--- config.mk ---
export PLATFORM = sky130hd
export DESIGN_NAME = nibble_sub_sequencer
export DESIGN_NICKNAME = d
export VERILOG_FILES = /design/src/rtl/nibble_sub_sequencer.sv
export SDC_FILE = /design/constraint.sdc
export NUM_CORES = 1
export LEC_CHECK = 0
export ABC_AREA = 1
export ABC_CLOCK_PERIOD_IN_PS = 1500
export CAP_MARGIN = 15
export CORE_UTILIZATION = 50
export CTS_BUF_LIST = sky130_fd_sc_hd__clkbuf_8
export CTS_CLUSTER_SIZE = 30
export DETAILED_ROUTE_END_ITERATION = 8
export PLACE_DENSITY = 0.81
export RECOVER_POWER = 25
export SYNTH_ARGS = -nofsm -noshare
export SYNTH_HDL_FRONTEND = slang
export SYNTH_SLANG_ARGS = --single-unit
--- constraint.sdc ---
create_clock -name clk -period 1.5 [get_ports clk]
set_input_delay 0.225 -clock clk [delete_from_list [all_inputs] [get_ports clk]]
set_output_delay 0.225 -clock clk [all_outputs]
set_load 0.03 [all_outputs]
--- src/rtl/nibble_sub_sequencer.sv ---
// Serial W-bit subtractor: drives one shared 4-bit subtractor a nibble per cycle, LSB first.
// Optional: define NIBBLE_SUB_SAT_EN to clamp the difference to 0 when the final borrow is set.
module nibble_sub_sequencer #(
  parameter int unsigned NIBBLES = 4
) (
  input  logic                   clk,
  input  logic                   rst,
  input  logic                   req_valid,
  output logic                   req_ready,
  input  logic [4*NIBBLES-1:0]   req_a,
  input  logic [4*NIBBLES-1:0]   req_b,
  input  logic                   req_bin,
  output logic                   rsp_valid,
  input  logic                   rsp_ready,
  output logic [4*NIBBLES-1:0]   rsp_diff,
  output logic                   rsp_bout,
  output logic                   busy,
  output logic [3:0]             sub_a,
  output logic [3:0]             sub_b,
  output logic                   sub_bin,
  input  logic [3:0]             sub_diff,
  input  logic                   sub_bout
);

  localparam int unsigned W    = 4 * NIBBLES;
  localparam int unsigned IdxW = (NIBBLES > 1) ? $clog2(NIBBLES) : 1;
  localparam logic [IdxW-1:0] LastIdx = IdxW'(NIBBLES - 1);

  typedef enum logic [1:0] {StIdle, StRun, StDone} state_e;

  state_e          state_q, state_d;
  logic [W-1:0]    a_q, a_d;
  logic [W-1:0]    b_q, b_d;
  logic [W-1:0]    res_q, res_d;
  logic [IdxW-1:0] idx_q, idx_d;
  logic            borrow_q, borrow_d;
  logic            accept;

  assign accept = req_valid & req_ready;

  always_ff @(posedge clk) begin
    if (rst) begin
      state_q <= StIdle;
    end else begin
      state_q <= state_d;
    end
  end

  always_comb begin
    state_d = state_q;
    unique case (state_q)
      StIdle:  if (accept) state_d = StRun;
      StRun:   if (idx_q == LastIdx) state_d = StDone;
      StDone:  if (rsp_ready) state_d = StIdle;
      default: state_d = StIdle;
    endcase
  end

  // Operand, result and borrow registers
  always_comb begin
    a_d      = a_q;
    b_d      = b_q;
    res_d    = res_q;
    idx_d    = idx_q;
    borrow_d = borrow_q;
    if (accept) begin
      a_d      = req_a;
      b_d      = req_b;
      res_d    = '0;
      idx_d    = '0;
      borrow_d = req_bin;
    end else if (state_q == StRun) begin
      for (int i = 0; i < NIBBLES; i++) begin
        if (idx_q == IdxW'(i)) res_d[4*i +: 4] = sub_diff;
      end
      borrow_d = sub_bout;
      if (idx_q != LastIdx) begin
        idx_d = idx_q + 1'b1;
      end
`ifdef NIBBLE_SUB_SAT_EN
      else if (sub_bout) begin
        res_d = '0;
      end
`endif
    end
  end

  always_ff @(posedge clk) begin
    if (rst) begin
      a_q      <= '0;
      b_q      <= '0;
      res_q    <= '0;
      idx_q    <= '0;
      borrow_q <= 1'b0;
    end else begin
      a_q      <= a_d;
      b_q      <= b_d;
      res_q    <= res_d;
      idx_q    <= idx_d;
      borrow_q <= borrow_d;
    end
  end

  always_comb begin
    req_ready = (state_q == StIdle) & ~rst;
    busy      = (state_q != StIdle);
    rsp_valid = (state_q == StDone);
    rsp_diff  = rsp_valid ? res_q : '0;
    rsp_bout  = rsp_valid & borrow_q;
    sub_a     = 4'h0;
    sub_b     = 4'h0;
    sub_bin   = 1'b0;
    if (state_q == StRun) begin
      for (int i = 0; i < NIBBLES; i++) begin
        if (idx_q == IdxW'(i)) begin
          sub_a = a_q[4*i +: 4];
          sub_b = b_q[4*i +: 4];
        end
      end
      sub_bin = borrow_q;
    end
  end

endmodule
# After elaboration in Yosys (flattened, before gate mapping)
# Cells that the tools add are included.
# op_classes
addsub	1
mux	18
bitwise	4
eq_ne	9
reduce_logical	11
# ops
operator	count
4-bit 2-to-1 mux	10
16-bit 2-to-1 mux	1
2-bit AND reduction	5
2-bit == test, second input constant	3
2-bit 2-to-1 mux	3
2-bit one-hot mux with 3 select lines	1
2-bit by 1-bit == test with 1-bit output, second input constant	2
2-bit logical NOT	2
2-bit by 1-bit inequality test with 1-bit output, second input constant	2
2-bit inequality test, second input constant	2
2-bit nonzero test	2
1-bit AND	3
1-bit 2-to-1 mux	3
3-bit AND reduction	1
2-bit by 1-bit adder with 2-bit output, second input constant	1
2-bit OR reduction	1
1-bit inverter	1
# totals
regBits	53
elab_cells	52
in_bits	42
output_inout_bits	29

# Logic depth before layout (Yosys ltp)
# Gate-level depths: netlist (run 1).
# logic_depth
depth_word	6
mapped_depth	7
ltp_nobuf	7

# Least setup slack after synthesis (run 1)
# No wires, ideal clock.
# synth_timing
kind	reg2out
startpoint	reg state_q[1]
endpoint	out rsp_diff[10]
arrival_ps	1509
t_required_ps	1275
path_stages_with_launch	6
path_buffers	1
slack_ps	-234
path_cell_list	dfxtp_1 inv_2 nor2_2 inv_2 buf_2 nor2_1
# synth_between
elab_chain_cells	2
# synth_rtl
item	line_no	text
start, declared	31	state_e state_q, state_d;
start signal, assigned	43	state_q <= StIdle;
start signal, assigned	45	state_q <= state_d;
2-bit == test	107	rsp_valid = (state_q == StDone);
net rsp_valid	13	output logic rsp_valid,
16-bit 2-to-1 mux	108	rsp_diff = rsp_valid ? res_q : '0;
end, declared	15	output logic [4*NIBBLES-1:0] rsp_diff,
# The timed path passes the listed nets, and every way through them passes these cells.

# Worst setup path after layout (run 1)
# layout_timing
startpoint	reg idx_q[0]
endpoint	out sub_a[2]
# layout_between
elab_chain_cells	6
word_cells_on_any_way	9
cone_classes	eq/ne (3); mux (5); reduce/logical (1)
# layout_rtl
item	line_no	text
start, declared	35	logic [IdxW-1:0] idx_q, idx_d;
start signal, assigned	99	idx_q <= idx_d;
2-bit logical NOT	115	if (idx_q == IdxW'(i)) begin
4-bit 2-to-1 mux (3 in series)	115	
4-bit 2-to-1 mux *	115	
4-bit 2-to-1 mux *	113	if (state_q == StRun) begin
end, declared	18	output logic [3:0] sub_a,
# Mark *: on every way between the ends. The rest lies on a longest branch, timed or not.

==> results of run 1 <==
[placed cells by master (no fill, tap or decap), types with 6 or more instances in the layout]
master	synthesis	final
nor2_1	36	12
dfxtp_1	53	49
nor2_4	1	21
nand2_1	155	152
nand3_1	48	45
nand4_1	17	17
buf_6	6	44
inv_1	42	38
a21oi_2	1	6
buf_4	0	28
clkdlybuf4s50_1	0	41
[layer usage]
layer	up-vias	part of all wire, %
met3	98	10
li1	1446	-
met2	277	49
met1	1550	34
met5	-	0
met4	0	7.3
[cell families after synthesis]
kind of cell	Yosys count	synth area share, %
simple gates	259	42.6
buf+inv	67	12.0
flops	53	41.0
compound gates	12	2.47
fa+ha+maj	4	1.94
[Yosys cell counts, drive strengths merged]
cell    instances
a21oi          12
buf            17
clkbuf          5
dfxtp          53
ha              4
inv            45
nand2         155
nand3          48
nand4          17
nor2           39
[state kept, by name, summed over array words and instances (netlist names)]
register / flops
a_q: 16
b_q: 16
borrow_q: 1
idx_q: 2
res_q: 16
state_q: 2
[power by group]
group	switching (uW)	leakage [uW]	internal, uW	total, uW
sequential	54.4	0.000436	1470	1530
combinational	343	0.00158	337	680
clock	497	0.0000416	323	820
[through the flow]
stage / utilization [%] / hold slack (ns) / power [uW]
after floorplan: - / 0.294 / 1800
after global placement: 71.4 / 0.439 / 2010
after detailed placement: 71.4 / 0.440 / 2030
after CTS: 81.1 / 0.457 / 2860
after global routing: 88.3 / 0.476 / 3120
final: 88.3 / 0.455 / 3030
[what timing repair did]
action | CTS | global route
gates cloned | 2 | 3
pin swaps | 20 | 20
gates resized for setup | 90 | 50
hold endpoints to repair | 0 | 0
endpoints found under the setup margin | 28 | 31
buffers inserted | 10 | 13
[final timing paths]
path         slack [ns]        to        from
max               -0.52  sub_a[2]    idx_q[0]
min                0.46   b_q[12]     b_q[12]
max reg2reg       -0.10   a_q[13]  state_q[0]
min reg2reg        0.46   b_q[12]     b_q[12]
[critical path, delay by kind of cell (launching register included)]
family	cells	cell delay, ns
flops	1	0.44
compound gates	1	0.14
buf+inv	3	0.34
fa+ha+maj	1	0.18
simple gates	3	0.36
[area by class of cell]
type                            count  area [um2]
Clock buffer                        5        68.8
Clock inverter                      3        18.8
Fill cell                         229         567
Inverter                           45         196
Multi-Input combinational cell    275        1510
Sequential cell                    53        1070
Tap cell                           67        83.8
Timing Repair Buffer              123        1310
Timing Repair inverter              2        22.5
==> flow_summary_export.csv, run 1 <==
group,metric,value,unit
clocking,cts-root-buf,"clkbuf_8",
timing,final.min_clock_period,2.02,ns
drt,wirelength,10600,um
critical_path,cp_common_cell,"nand2_1",
placement,post-place-cells,540,
die,die_h,73.9,um
timing,slew_headroom,76.8,%
placement,dp_hpwl,4880,um
placement,gp_congestion,0.827,
clocking,path_clk_slew,0.10,ns
power_and_ir_drop,peakVddDrop,574,uV
drt,firstDrtPassIters,8,
clocking,cts_tree,"built",
die,die_width,73.9,um
power_and_ir_drop,p_per_area,707,nW/um2
status,violations,"setup timing",
flow_run,maxCapViolations,0,
layout,layout-drive-gt1-share,29.2,%
synthesis,synth_top_area_share,41.0,%
timing,rsz0062_at_grt,"yes",
timing,worst_slack,-0.516,ns
timing,drv_slew,0,
global_routing,grt_max_degree,33,
layout,fin_nets,551,
hold_path,hold_depth,2,
timing,hold_viol_final,0,
drt,viasPerCell,5.88,
synthesis,synthesis.nets,441,
global_routing,grt_overflow,0,
clocking,clockBufferDepth,2,
clocking,postCtsHoldBufs,0,
synthesis,synth_seq_area_share,41.0,%
hold_path,hold_class,"reg2reg",
critical_path,max_stage_delay,0.44,ns
synthesis,netlist_instances,395,
critical_path,crit_fanout,5,
power_and_ir_drop,leakage,0.00206,uW
critical_path,cpMaxStageDelayCell,"dfxtp_4",
global_routing,met1_usage,32.7,%
placement,place_ws,-0.135,ns
die,initial_core_util,53.3,%
synthesis,synth_area_leaders,"dfxtp_1 41%, nand2_1 23%, nand3_1 9.3%",
synthesis,syn_area_per_cell,6.54,um2
status,status,"finished with violations",
global_routing,grt.met2_usage,54.2,%
global_routing,grt_usage,30.3,%
placement,place_area,3460,um2
synthesis,yosysUniqueCellTypes,17,
critical_path,cp_cell_sequence,"inv_6 > ha_4 > buf_6 > a21oi_2 > nand2_1 > nand2_1 > nand2_1 > buf_6",
clocking,cts_sinks,53,
clocking,numCtsBuffers,5,
synthesis,synth_seq_cells,53,
layout,antennaDiodeCount,0,
die,core,4850,um2
timing,tightest_slew,0.347,ns
layout,syn_to_final_growth,65.6,%
clocking,cts_htree_levels,2,
layout,fin_cells,573,
drt,drc,0,
critical_path,r2r.worst_path.cells,9,
synthesis,synth_area,2580,um2
placement,port_buffers,70,
drt,drtAntennaViolNets,0,
clocking,insertion_delay,0.32,ns
drt,routedWlPerCell,18.5,um
timing,setup_viol,44,
global_routing,grt_pass1_wl,12300,um
critical_path,end_kind,"output pin",
critical_path,crit_type,"reg2out",
critical_path,critPathRequiredTime,1.27,ns
global_routing,grt_pass1_vias,2766,
timing,fmax,496,MHz
drt,vias,3371,
critical_path,critPathLaunchType,"flip-flop",
timing,finalSetupTns,-4.75,ns
global_routing,grt_use_met3,7.27,%
die,io_pins,71,
timing,worst_clock_skew,0.0116,ns
layout,final_area,4280,um2
die,rows,25,
drt,initialDrtViolationCount,477,
global_routing,antenna_found_initial,0,
critical_path,arrival,1.79,ns
synthesis,synth_top_area_cell,"dfxtp_1",
die,die-area,5460,um2
timing,period_share,134,%
global_routing,grt_busiest_layer,"met2",
synthesis,yosysWarnings,0,
(Power assumes the default switching activity.)
==> inputs of run 2 (changes only) <==
- CORE_UTILIZATION: 50 -> 37
- GPL_TIMING_DRIVEN: not set -> 0
- PLACE_DENSITY: 0.81 -> 0.62
- REMOVE_ABC_BUFFERS: not set -> 1
==> flow_summary_export.csv, run 2 (same netlist as run 1, synthesis figures left out) <==
group,metric,value,unit
clocking,numCtsBuffers,5,
status,status,"finished with violations",
timing,finalSetupTns,-3.67,ns
critical_path,critPathRequiredTime,1.27,ns
timing,worst_slack,-0.295,ns
global_routing,antenna_found_initial,0,
drt,firstDrtPassIters,4,
drt,drtAntennaViolNets,0,
clocking,path_clk_slew,0.10,ns
critical_path,crit_fanout,5,
clocking,cts_htree_levels,2,
layout,layout_common_cells,"142 x nand2_1, 49 x dfxtp_1, 39 x clkdlybuf4s50_1",
layout,layout-drive-gt1-share,25.9,%
critical_path,crit_type,"reg2out",
layout,syn_to_final_growth,51.0,%
layout,utilization,57.8,%
power_and_ir_drop,switching_share,27.9,%
placement,place_ws,-1.16,ns
critical_path,startpoint,"idx_q[0]",
global_routing,grt_pass1_vias,2449,
critical_path,end_kind,"output pin",
critical_path,cp_cell_sequence,"buf_6 > ha_4 > buf_6 > a21oi_2 > nand2_2 > nand2_1 > nand2_1 > buf_6",
die,io_pins,71,
die,initial_core_util,38.3,%
power_and_ir_drop,leakage,0.00190,uW
timing,fmax,557,MHz
timing,tightest_slew,0.642,ns
timing,hold_viol_final,0,
power_and_ir_drop,switchingPower,808,uW
placement,port_buffers,70,
die,die_h,85.6,um
hold_path,hold_class,"in2reg",
critical_path,cpMaxStageDelayCell,"dfxtp_4",
power_and_ir_drop,p_per_area,742,nW/um2
power_and_ir_drop,pwr-share-clk,28.4,%
layout,largestRegisters,"a_q x16, b_q x16, res_q x16",
clocking,cts-root-buf,"clkbuf_8",
layout,antennaDiodeCount,0,
clocking,cts_sinks,53,
power_and_ir_drop,power_frac_seq,52.7,%
timing,slew_headroom,57.2,%
power_and_ir_drop,peakVddDrop,416,uV
layout,final_area,3900,um2
global_routing,grt_max_degree,30,
timing,worst_clock_skew,0.00546,ns
die,core,6760,um2
placement,gp_congestion,0.745,
flow_run,maxCapViolations,0,
drt,viasPerCell,4.78,
hold_path,hold_start,"req_valid",
power_and_ir_drop,p_int,2090,uW
timing,rsz0062_at_grt,"yes",
critical_path,worst_r2r_startpoint,"state_q[1]",
timing,setup_viol,26,
status,violations,"setup timing",
placement,dp_hpwl,4210,um
critical_path,max_stage_delay,0.36,ns
die,die_width,85.6,um
die,die-area,7320,um2
global_routing,grt_overflow,0,
timing,final.min_clock_period,1.80,ns
global_routing,grt_pass1_wl,11800,um
clocking,insertion_delay,0.31,ns
drt,drc,0,
global_routing,grt_usage,20.4,%
drt,initialDrtViolationCount,73,
layout,fin_nets,528,
critical_path,arrival,1.57,ns
die,rows,30,
drt,routedWlPerCell,13.0,um
timing,period_share,120,%
placement,place_area,3300,um2
critical_path,critPathLaunchType,"flip-flop",
critical_path,cp_common_cell,"buf_6",
power_and_ir_drop,combPwrFrac,18.9,%
layout,layout_commonest_cell,"nand2_1",
timing,drv_slew,0,
drt,wirelength,7280,um
clocking,clockBufferDepth,2,
clocking,cts_tree,"built",
drt,vias,2684,
==> run 2: cell types whose count changed in the layout (fill, tap and decap cells not counted), sizes merged, moves of 2 or more <==
| cell | before | now |
|---|---|---|
| buf | 79 | 55 |
| clkdlybuf4s50 | 41 | 39 |
| inv | 47 | 45 |
| clkinv | 1 | 3 |
| clkinvlp | 2 | 0 |
==> run 2: repair_timing <==
action,in CTS,in global routing
setup buffers,13,12
endpoints found under the setup margin,82,56
hold buffers,0,0
pin swaps,28,18
gates resized for setup,248,30
gates cloned,3,2
==> run 2: routing by layer <==
metal  global-route usage (%)  vias up  wire, um
met5                        0        -         0
met4                     4.70        0        95
met3                     4.04       10       330
met2                     35.0       64      3550
met1                     26.5     1210      3300
li1                         -     1400         -
==> run 2: path summary, 6_finish.rpt <==
path | end | slack [ns] | cells past startpoint
setup / recovery | sub_a[2] | -0.30 | 8
hold / removal | b_q[7] | 0.43 | 3
setup reg to reg | b_q[6] | -0.01 | 7
hold reg to reg | a_q[15] | 0.45 | 2
==> run 2: layout make-up <==
cell class	count	area [um2]
clock buffers	6	82.6
clock inverters	1	3.75
repair buffers	97	917
multi-input cells	278	1500
inverters	45	214
fillers	670	2850
repair inverters	2	15.0
well taps	80	100
flip-flops and latches	53	1080
==> run 2: stage by stage <==
| stage | power (uW) | hold slack, ns | cells |
|---|---|---|---|
| 2_1_floorplan | 1740 | 0.294 | 373 |
| 3_3_place_gp | 1950 | 0.437 | 523 |
| 3_5_place_dp | 1980 | 0.439 | 525 |
| 4_1_cts | 2880 | 0.457 | 548 |
| 5_1_grt | 3030 | 0.472 | 562 |
| 6_report | 2900 | 0.429 | 562 |
==> run 2: critical path, delay by kind of cell, from the launching register on <==
family / cells / cell delay [ns]
buffers and inverters: 3 / 0.39
DFF: 1 / 0.36
and+or+nand+nor: 3 / 0.20
adders and majority gates: 1 / 0.17
AOI/OAI and AO/OA: 1 / 0.14
==> run 2: power by group through the flow <==
stage	combinational [uW]	sequential [uW]	clock (uW)
2_1_floorplan	199	1540	0
3_5_place_dp	423	1560	0
5_1_grt	597	1530	900
4_1_cts	521	1520	840
6_report	547	1520	823
3_3_place_gp	401	1550	0
